$ cat config.mk
export PLATFORM = sky130hd
export DESIGN_NAME = quiz_round_arbiter
export DESIGN_NICKNAME = d
export VERILOG_FILES = /design/src/rtl/quiz_round_arbiter.sv
export SDC_FILE = /design/constraint.sdc
export NUM_CORES = 1
export LEC_CHECK = 0
export BUFFER_PORTS_ARGS = -buffer_cell sky130_fd_sc_hd__buf_2
export CORE_AREA = 2 2 126 128
export CTS_CLUSTER_SIZE = 12
export DETAILED_ROUTE_END_ITERATION = 12
export DIE_AREA = 0 0 128 130
export PLACE_DENSITY = 0.63
export SYNTH_ARGS = -nofsm -noshare
export SYNTH_HDL_FRONTEND = slang
export SYNTH_SLANG_ARGS = --single-unit
export TNS_END_PERCENT = 50
$ cat constraint.sdc
create_clock -name clk -period 2.13 [get_ports clk]
set_input_delay 0.213 -clock clk [delete_from_list [all_inputs] [get_ports clk]]
set_output_delay 0.213 -clock clk [all_outputs]
set_load 0.005 [all_outputs]
$ cat src/rtl/quiz_round_arbiter.sv
// quiz_round_arbiter: per-question sequencer and buzz arbiter for the 4-player quiz.
// Outcomes are packed as 2-bit codes into per-player result lists, one slot per question.
// Optional feature macro: ROUND_ROBIN_EN selects rotating buzz priority (default: fixed,
// player1 highest).
//
//   state  | meaning
//   IDLE   | waiting for host to open a question
//   READY  | question being read; any press is a foul
//   ARMED  | buzzers armed, buzz window counting down
//   LOCKED | one player locked in, answer window counting down
//   COMMIT | one cycle: write result slot, advance play_count
//   DONE   | game over, frozen until rst
module quiz_round_arbiter #(
  parameter int MAX_Q         = 9,
  parameter int TICKS_PER_SEC = 100000000,
  parameter int BUZZ_TIME     = 5,
  parameter int ANSWER_TIME   = 10,
  parameter int BUZZ_CYCLES   = 20000000
) (
  input  logic               clk,
  input  logic               rst,
  input  logic [3:0]         btn_edge,
  input  logic               host_start,
  input  logic               host_correct,
  input  logic               host_wrong,
  input  logic               host_skip,
  output logic [3:0]         play_count,
  output logic [2*MAX_Q-1:0] player1_list,
  output logic [2*MAX_Q-1:0] player2_list,
  output logic [2*MAX_Q-1:0] player3_list,
  output logic [2*MAX_Q-1:0] player4_list,
  output logic [3:0]         winner,
  output logic [2:0]         state,
  output logic [3:0]         time_left,
  output logic               buzzer
);

  localparam int LW = 2 * MAX_Q;
  localparam int TW = (TICKS_PER_SEC > 1) ? $clog2(TICKS_PER_SEC) : 1;
  localparam int BW = (BUZZ_CYCLES > 0) ? $clog2(BUZZ_CYCLES + 1) : 1;
  localparam logic [TW-1:0] TICK_MAX    = TW'(TICKS_PER_SEC - 1);
  localparam logic [BW-1:0] BUZZ_LOAD   = BW'(BUZZ_CYCLES);
  localparam logic [3:0]    MAX_Q_C     = 4'(MAX_Q);
  localparam logic [3:0]    BUZZ_TIME_C = 4'(BUZZ_TIME);
  localparam logic [3:0]    ANS_TIME_C  = 4'(ANSWER_TIME);

  typedef enum logic [2:0] {
    S_IDLE   = 3'd0,
    S_READY  = 3'd1,
    S_ARMED  = 3'd2,
    S_LOCKED = 3'd3,
    S_COMMIT = 3'd4,
    S_DONE   = 3'd5
  } state_t;

  state_t          state_q, state_d;
  logic [3:0]      play_q, play_d;
  logic [LW-1:0]   list_q [4];
  logic [LW-1:0]   list_d [4];
  logic [3:0]      winner_q, winner_d;
  logic [3:0]      time_q, time_d;
  logic [TW-1:0]   tick_q, tick_d;
  logic [1:0]      code_q, code_d;
  logic [BW-1:0]   buzz_q;
  logic            buzz_load;
  logic [1:0]      search_base;
  logic [3:0]      grant;
  logic            tick_wrap;

`ifdef ROUND_ROBIN_EN
  logic [1:0] rr_ptr_q;
  logic [1:0] win_idx;

  // index of the current winner, used to move the priority pointer past it
  always_comb begin
    win_idx = 2'd0;
    for (int p = 0; p < 4; p++)
      if (winner_q[p]) win_idx = 2'(p);
  end

  // priority pointer advances only when a real winner is committed
  always_ff @(posedge clk) begin
    if (rst) rr_ptr_q <= 2'd0;
    else if (state_q == S_COMMIT && winner_q != 4'd0) rr_ptr_q <= win_idx + 2'd1;
  end

  assign search_base = rr_ptr_q;
`else
  assign search_base = 2'd0;
`endif

  // first pressed player found scanning upward from search_base
  always_comb begin
    logic [1:0] idx;
    idx   = 2'd0;
    grant = 4'd0;
    for (int i = 0; i < 4; i++) begin
      idx = search_base + 2'(i);
      if (grant == 4'd0 && btn_edge[idx]) grant[idx] = 1'b1;
    end
  end

  // state register
  always_ff @(posedge clk) begin
    if (rst) state_q <= S_IDLE;
    else     state_q <= state_d;
  end

  // next-state and datapath next values; skip outranks every other event
  always_comb begin
    state_d   = state_q;
    play_d    = play_q;
    list_d    = list_q;
    winner_d  = winner_q;
    time_d    = time_q;
    tick_d    = tick_q;
    code_d    = code_q;
    buzz_load = 1'b0;
    tick_wrap = (tick_q == TICK_MAX);
    case (state_q)
      S_IDLE: begin
        if (host_start) state_d = S_READY;
      end
      S_READY: begin
        if (host_skip) begin
          code_d  = 2'b00;
          state_d = S_COMMIT;
        end else if (btn_edge != 4'd0) begin
          winner_d  = grant;
          code_d    = 2'b11;
          buzz_load = 1'b1;
          state_d   = S_COMMIT;
        end else if (host_start) begin
          time_d  = BUZZ_TIME_C;
          tick_d  = '0;
          state_d = S_ARMED;
        end
      end
      S_ARMED: begin
        if (host_skip) begin
          code_d  = 2'b00;
          state_d = S_COMMIT;
        end else if (btn_edge != 4'd0) begin
          winner_d  = grant;
          time_d    = ANS_TIME_C;
          tick_d    = '0;
          buzz_load = 1'b1;
          state_d   = S_LOCKED;
        end else if (tick_wrap) begin
          tick_d = '0;
          time_d = time_q - 4'd1;
          if (time_q <= 4'd1) begin
            code_d    = 2'b00;
            buzz_load = 1'b1;
            state_d   = S_COMMIT;
          end
        end else begin
          tick_d = tick_q + 1'b1;
        end
      end
      S_LOCKED: begin
        if (host_skip) begin
          code_d  = 2'b00;
          state_d = S_COMMIT;
        end else if (host_correct) begin
          code_d  = 2'b01;
          state_d = S_COMMIT;
        end else if (host_wrong) begin
          code_d  = 2'b10;
          state_d = S_COMMIT;
        end else if (tick_wrap) begin
          tick_d = '0;
          time_d = time_q - 4'd1;
          if (time_q <= 4'd1) begin
            code_d  = 2'b10;
            state_d = S_COMMIT;
          end
        end else begin
          tick_d = tick_q + 1'b1;
        end
      end
      S_COMMIT: begin
        for (int p = 0; p < 4; p++)
          for (int q = 0; q < MAX_Q; q++)
            if (winner_q[p] && q == int'(play_q)) list_d[p][2*q +: 2] = code_q;
        play_d   = play_q + 4'd1;
        winner_d = 4'd0;
        code_d   = 2'b00;
        state_d  = (play_q + 4'd1 == MAX_Q_C) ? S_DONE : S_IDLE;
      end
      S_DONE: begin
      end
      default: state_d = S_IDLE;
    endcase
    if (state_d != S_ARMED && state_d != S_LOCKED) begin
      time_d = 4'd0;
      tick_d = '0;
    end
  end

  // datapath registers, including the buzzer down-counter
  always_ff @(posedge clk) begin
    if (rst) begin
      play_q   <= 4'd0;
      winner_q <= 4'd0;
      time_q   <= 4'd0;
      tick_q   <= '0;
      code_q   <= 2'b00;
      buzz_q   <= '0;
      for (int p = 0; p < 4; p++) list_q[p] <= '0;
    end else begin
      play_q   <= play_d;
      winner_q <= winner_d;
      time_q   <= time_d;
      tick_q   <= tick_d;
      code_q   <= code_d;
      for (int p = 0; p < 4; p++) list_q[p] <= list_d[p];
      if (buzz_load)          buzz_q <= BUZZ_LOAD;
      else if (buzz_q != '0)  buzz_q <= buzz_q - 1'b1;
    end
  end

  assign state        = state_q;
  assign play_count   = play_q;
  assign winner       = winner_q;
  assign time_left    = time_q;
  assign buzzer       = (buzz_q != '0);
  assign player1_list = list_q[0];
  assign player2_list = list_q[1];
  assign player3_list = list_q[2];
  assign player4_list = list_q[3];

endmodule

==> results of run 1 <==
-- final cells by class --
cell class                 instances  area [µm²]  share of cell area
multi-input combinational        606        3760               0.442
sequential                       141        2830               0.333
timing repair buffer             172        1060               0.125
clock buffer                      18         439              0.0517
tap                              192         240              0.0283
clock inverter                    14         133              0.0156
inverter                          10        37.5             0.00442
-- per-stage QoR --
stage	power, mW	cell area [µm²]	instances	utilization	setup slack [ns]
final	8.34	8500	1153	0.551	0.0389
after CTS	8.24	8450	1149	0.548	0.00482
after global routing	8.75	8500	1153	0.551	-0.0334
after detailed placement	5.20	7830	1115	0.508	-0.00771
after global placement	5.18	7830	1115	0.508	0.0208
after floorplan	4.60	6810	812	-	0.0205
-- registers in the layout, indices dropped and copies added, names as in the netlist --
| register | flops |
|---|---|
| winner | 4 |
| player2_list | 18 |
| code_q | 2 |
| play_count | 4 |
| time_left | 4 |
| player3_list | 18 |
| buzz_q | 25 |
| state | 3 |
| player4_list | 18 |
| player1_list | 18 |
| tick_q | 27 |
-- metal layers --
layer / wire (µm) / global-route usage / vias up
li1: - / - / 3172
met1: 8510 / 0.292 / 2961
met2: 8380 / 0.361 / 172
met3: 1100 / 0.0533 / 18
met4: 250 / 0.0659 / 0
met5: 0 / 0 / -
-- critical path, delay by kind of cell, from the launching register on --
| family | cells | cell delay [ns] |
|---|---|---|
| simple gates | 3 | 0.79 |
| flops | 1 | 0.35 |
| buf+inv | 2 | 0.30 |
-- layout by cell type (no fill, tap or decap), types with 4 or more instances in the layout --
cell type  synthesis  routed
nand4_1           20      20
xnor2_1           23      23
or4_1              7       6
o2111ai_1          9       9
nand3b_1           5       5
a21o_1             4       4
buf_2              6      97
inv_1             10       8
inv_6              0       5
or2_2              4       4
a31oi_1            7       7
nor4_1            13      12
o211ai_1           8       8
dfxtp_1          141     138
nand3_1           36      35
or3_1             15      15
mux2i_1           55      55
and2_1             7       6
nand2_1           55      55
clkbuf_16          0      17
nor2b_1            4       4
nor2_1           132     132
and4_1             7       6
a211oi_1          10      10
xor2_1            13      13
nor3_1            18      17
buf_4              0      73
o21ai_0           41      41
ha_1               9       8
a21oi_1           56      56
nand4b_1           4       4
nand2b_1           6       6
-- where the power goes --
group | switching, mW | internal [mW] | leakage (nW)
Sequential | 0.233 | 2.86 | 1.14
Combinational | 1.27 | 1.09 | 2.04
Clock | 1.23 | 1.65 | 0.274
Total | 2.73 | 5.61 | 3.45
-- worst max-delay path by stage --
stage	endpoint	cells after the start	startpoint
2_1_floorplan	buzz_q[15]	6	state[2]
3_3_place_gp	tick_q[22]	7	btn_edge[1]
3_5_place_dp	tick_q[20]	7	btn_edge[1]
4_1_cts	buzzer	7	buzz_q[1]
5_1_grt	buzzer	5	buzz_q[2]
6_report	buzzer	5	buzz_q[2]
-- kinds of logic after synthesis --
| kind of cell | count (synthesis) |
|---|---|
| multiplexers | 56 |
| AO/OA/AOI/OAI | 151 |
| XOR/XNOR | 36 |
| adder cells (fa/ha/maj) | 9 |
| flip-flops | 141 |
| AND/OR/NAND/NOR | 354 |
| buffers and inverters | 65 |
-- timing repair --
item                                    in CTS  in global routing
gates cloned                                 0                  0
pin swaps                                    1                  2
endpoints found under the setup margin       1                 32
buffers inserted                             2                  4
resized for setup                            9                  7
==> qor.yml, run 1 <==
ys_types: 58
grt_max_degree: 51
muxShareOfSynthArea: 0.0826
insertion_delay_ns: 0.43
drc: 0
synth_top_family_by_area: "simple AND/OR/NAND/NOR gates"
hold_viol: 0
cts_tree: "built"
finClkSkew_ns: 0.0115
drive_above_1_share: 0.242
areaGrowthSynthToFinish_pct: 25.0
synth_area_leader_cell: "dfxtp_1"
synth_xor_area_frac: 0.0463
syn_nets: 831
post_synth_instance_area_um2: 6800
cp-end-kind: "primary output"
num_io_pins: 98
timing.final.crit_share: 0.982
drt_iter0_drc: 356
status: "completed"
synth_area_leaders: "dfxtp_1 (41%), mux2i_1 (8.1%), nor2_1 (7.3%)"
grt_pass1_vias: 5958
synth_edf_count: 0
reg2reg_from: "tick_q[1]"
arrival_ns: 1.88
path_max_fanout: 5
setup_violations: 0
yosys.area_share.simple: 0.260
worst_slew_pin_slew_ns: 0.537
grt-ovfl-total: 0
hold_end: "code_q[1]"
netlist.area_leader.share: 0.415
hold_start: "host_correct"
synth_ff_type: "dfxtp_1"
place.detailed.hpwl_um: 12700
die_area_um2: 16600
grt_util_all_layers: 0.221
startpoint_type: "flop"
grt_setup_unrepaired: "true"
ys_warn_count: 0
yosys-top-cells-count: "dfxtp_1 (141), nor2_1 (132), a21oi_1 (56)"
num_vias: 6323
drv_slew: 0
fmax_ghz: 0.478
synth.most_common_cell: "dfxtp_1"
total_leakage_power_nw: 3.45
drv_cap: 0
numCtsBuffers: 17
holdPathStages: 3
clk_pin_slew_ns: 0.07
clkSinkCount: 141
h-tree-depth: 4
synth_compound_area_frac: 0.139
num-fill-cells: 1471
avgViaCountPerCell: 5.48
gp_congestion: 0.880
path_cells: "or4_4, nor3_2, buf_4, nand4_1, buf_2"
antenna_cells: 0
yosys.area_share.adder: 0.0166
p_per_area_nw_per_um2: 981
fin_tns_setup_ns: 0
die_h_um: 130
grt_pass1_wl_um: 29600
root_buffer: "clkbuf_16"
dr.pass1.iters: 4
critPathMaxStageDelay_ns: 0.55
cts_buffer_depth: 2
r2r_slack_ns: 0.08
slowest_stage: "or4_4"
routedWlPerCell_um: 15.8
fp.dieW_um: 128
cp.required_ns: 1.92
avgSynthCellArea_um2: 8.38
r2r_end: "buzz_q[18]"
r2r_cells: 7
coreArea_um2: 15400
synth-seq-area-share: 0.415
hold_ws_ns: 0.122
grt_antenna_before_repair: 0
maxSlewHeadroom: 0.641
final_antenna_net_count: 0
wl_um: 18200
start_util: 0.441
synthCells: 812
fin_nets: 967
cts_hold_buf: 0
vdd_drop_max_v: 0.000610
post-route-min-period_ns: 2.09
async_flop_share: 0
port_buffers: 97
core.rowCount: 46
criticalPathCategory: "reg -> out"
hold_class: "in -> reg"
ys_ff_latch: 141
Note: power is estimated with default switching activity, not from simulation.
==> run 2, diff against run 1 <==
--- a/config.mk
+++ b/config.mk
@@ -10,6 +10,7 @@
 export CTS_CLUSTER_SIZE = 12
 export DETAILED_ROUTE_END_ITERATION = 12
 export DIE_AREA = 0 0 128 130
+export MAX_ROUTING_LAYER = met4
 export PLACE_DENSITY = 0.63
 export SYNTH_ARGS = -nofsm -noshare
 export SYNTH_HDL_FRONTEND = slang
==> qor.yml, run 2 (synthesized netlist as in run 1, its figures left out) <==
startpoint_type: "flop"
setup_violations: 0
regMostFlops: "tick_q"
path_cells: "or4_4, nor3_2, buf_4, nand4_1, buf_2"
areaGrowthSynthToFinish_pct: 25.1
worst_slew_pin_slew_ns: 0.515
drc: 0
total_leakage_power_nw: 3.47
hold_end: "code_q[1]"
hold_class: "in -> reg"
crit_buf_inv: 2
num_vias: 6276
port_buffers: 97
critPathTopFamily: "simple AND/OR/NAND/NOR gates"
fp.dieW_um: 128
insertion_delay_ns: 0.42
die_h_um: 130
arrival_ns: 1.87
r2r_slack_ns: 0.08
numCtsBuffers: 17
path_max_fanout: 5
cts_buffer_depth: 2
fin_nets: 967
root_buffer: "clkbuf_16"
cts_hold_buf: 0
r2r_end: "tick_q[24]"
post_dp_cell_area_um2: 7830
holdPathStages: 3
routedWlPerCell_um: 15.8
place.detailed.hpwl_um: 12700
maxSlewHeadroom: 0.655
gp_congestion: 0.895
wl_um: 18200
top_regs: "tick_q x27, buzz_q x25"
finClkSkew_ns: 0.0128
p_per_area_nw_per_um2: 977
die_area_um2: 16600
grt_antenna_before_repair: 0
grt_setup_unrepaired: "true"
final_antenna_net_count: 0
final_cell_mix: "dfxtp_1 (138), nor2_1 (132), buf_2 (97)"
hold_start: "host_correct"
grt_util_all_layers: 0.228
h-tree-depth: 4
fin_area_um2: 8510
grt-ovfl-total: 0
avgViaCountPerCell: 5.44
grt_pass1_vias: 5959
grt_pass1_wl_um: 29600
drv_slew: 0
vdd_drop_max_v: 0.000606
drv_cap: 0
drt_iter0_drc: 351
cp-end-kind: "primary output"
start_util: 0.441
reg2reg_from: "tick_q[1]"
final_common_cell: "dfxtp_1"
cts_tree: "built"
dr.pass1.iters: 5
timing.final.crit_share: 0.979
largest_register_ffs: 27
clk_pin_slew_ns: 0.06
post-route-min-period_ns: 2.09
fin_tns_setup_ns: 0
drive_above_1_share: 0.243
grt_max_degree: 51
criticalPathCategory: "reg -> out"
critPathMaxStageDelay_ns: 0.55
slowest_stage: "or4_4"
cp.required_ns: 1.92
clkSinkCount: 141
coreArea_um2: 15400
fmax_ghz: 0.479
r2r_cells: 6
hold_viol: 0
num_io_pins: 98
core.rowCount: 46
antenna_cells: 0
hold_ws_ns: 0.126
status: "completed"
==> run 2: cell type report <==
type / count / area, µm²
Clock buffer: 18 / 439
Inverter: 10 / 37.5
Tap cell: 192 / 240
Fill cell: 1469 / 6910
Multi-Input combinational cell: 606 / 3770
Sequential cell: 141 / 2830
Timing Repair Buffer: 172 / 1060
Clock inverter: 14 / 133
==> run 2: metrics by stage <==
| stage | setup slack, ns | instances | util | power [mW] |
|---|---|---|---|---|
| finish | 0.0442 | 1153 | 0.552 | 8.32 |
| global route | -0.0334 | 1153 | 0.552 | 8.75 |
| CTS | 0.00482 | 1149 | 0.548 | 8.24 |
| detailed placement | -0.00771 | 1115 | 0.508 | 5.20 |
| global placement | 0.0208 | 1115 | 0.508 | 5.18 |
| floorplan | 0.0205 | 812 | - | 4.60 |
==> run 2: worst register-to-register path: stages (launching register included) <==
cell and delay (ns):
dfxtp_1 0.37, ha_1 0.25, and3_1 0.22, nand4_1 0.16, or4_1 0.53, or3_1 0.32, a21oi_1 0.14
==> run 2: timing repair <==
item                                    in CTS  in global routing
gates resized for setup                      9                  9
cloned                                       0                  0
pin swaps                                    1                  2
endpoints found under the setup margin       1                 32
setup buffers                                2                  4
hold endpoints to repair                     0                  0
==> run 2: how the worst max path moves through the flow <==
stage,from,endpoint,slack (ns),cells past startpoint
floorplan,state[2],buzz_q[15],0.02,6
global placement,btn_edge[1],tick_q[22],0.02,7
detailed placement,btn_edge[1],tick_q[20],-0.008,7
CTS,buzz_q[1],buzzer,0.005,7
global route,buzz_q[2],buzzer,-0.03,5
finish,buzz_q[2],buzzer,0.04,5
==> run 2: power by group <==
group	internal, mW	switching, mW	total, mW
logic	1.09	1.25	2.34
clock network	1.65	1.22	2.88
registers	2.86	0.233	3.10
==> run 2: routing by layer <==
layer  global-route usage  up-vias  routed length [µm]
li1                     -     3177                   -
met1                0.297     2930                8660
met2                0.360      156                8460
met3               0.0480       13                 931
met4               0.0621        0                 144
met5                    -        -                   0
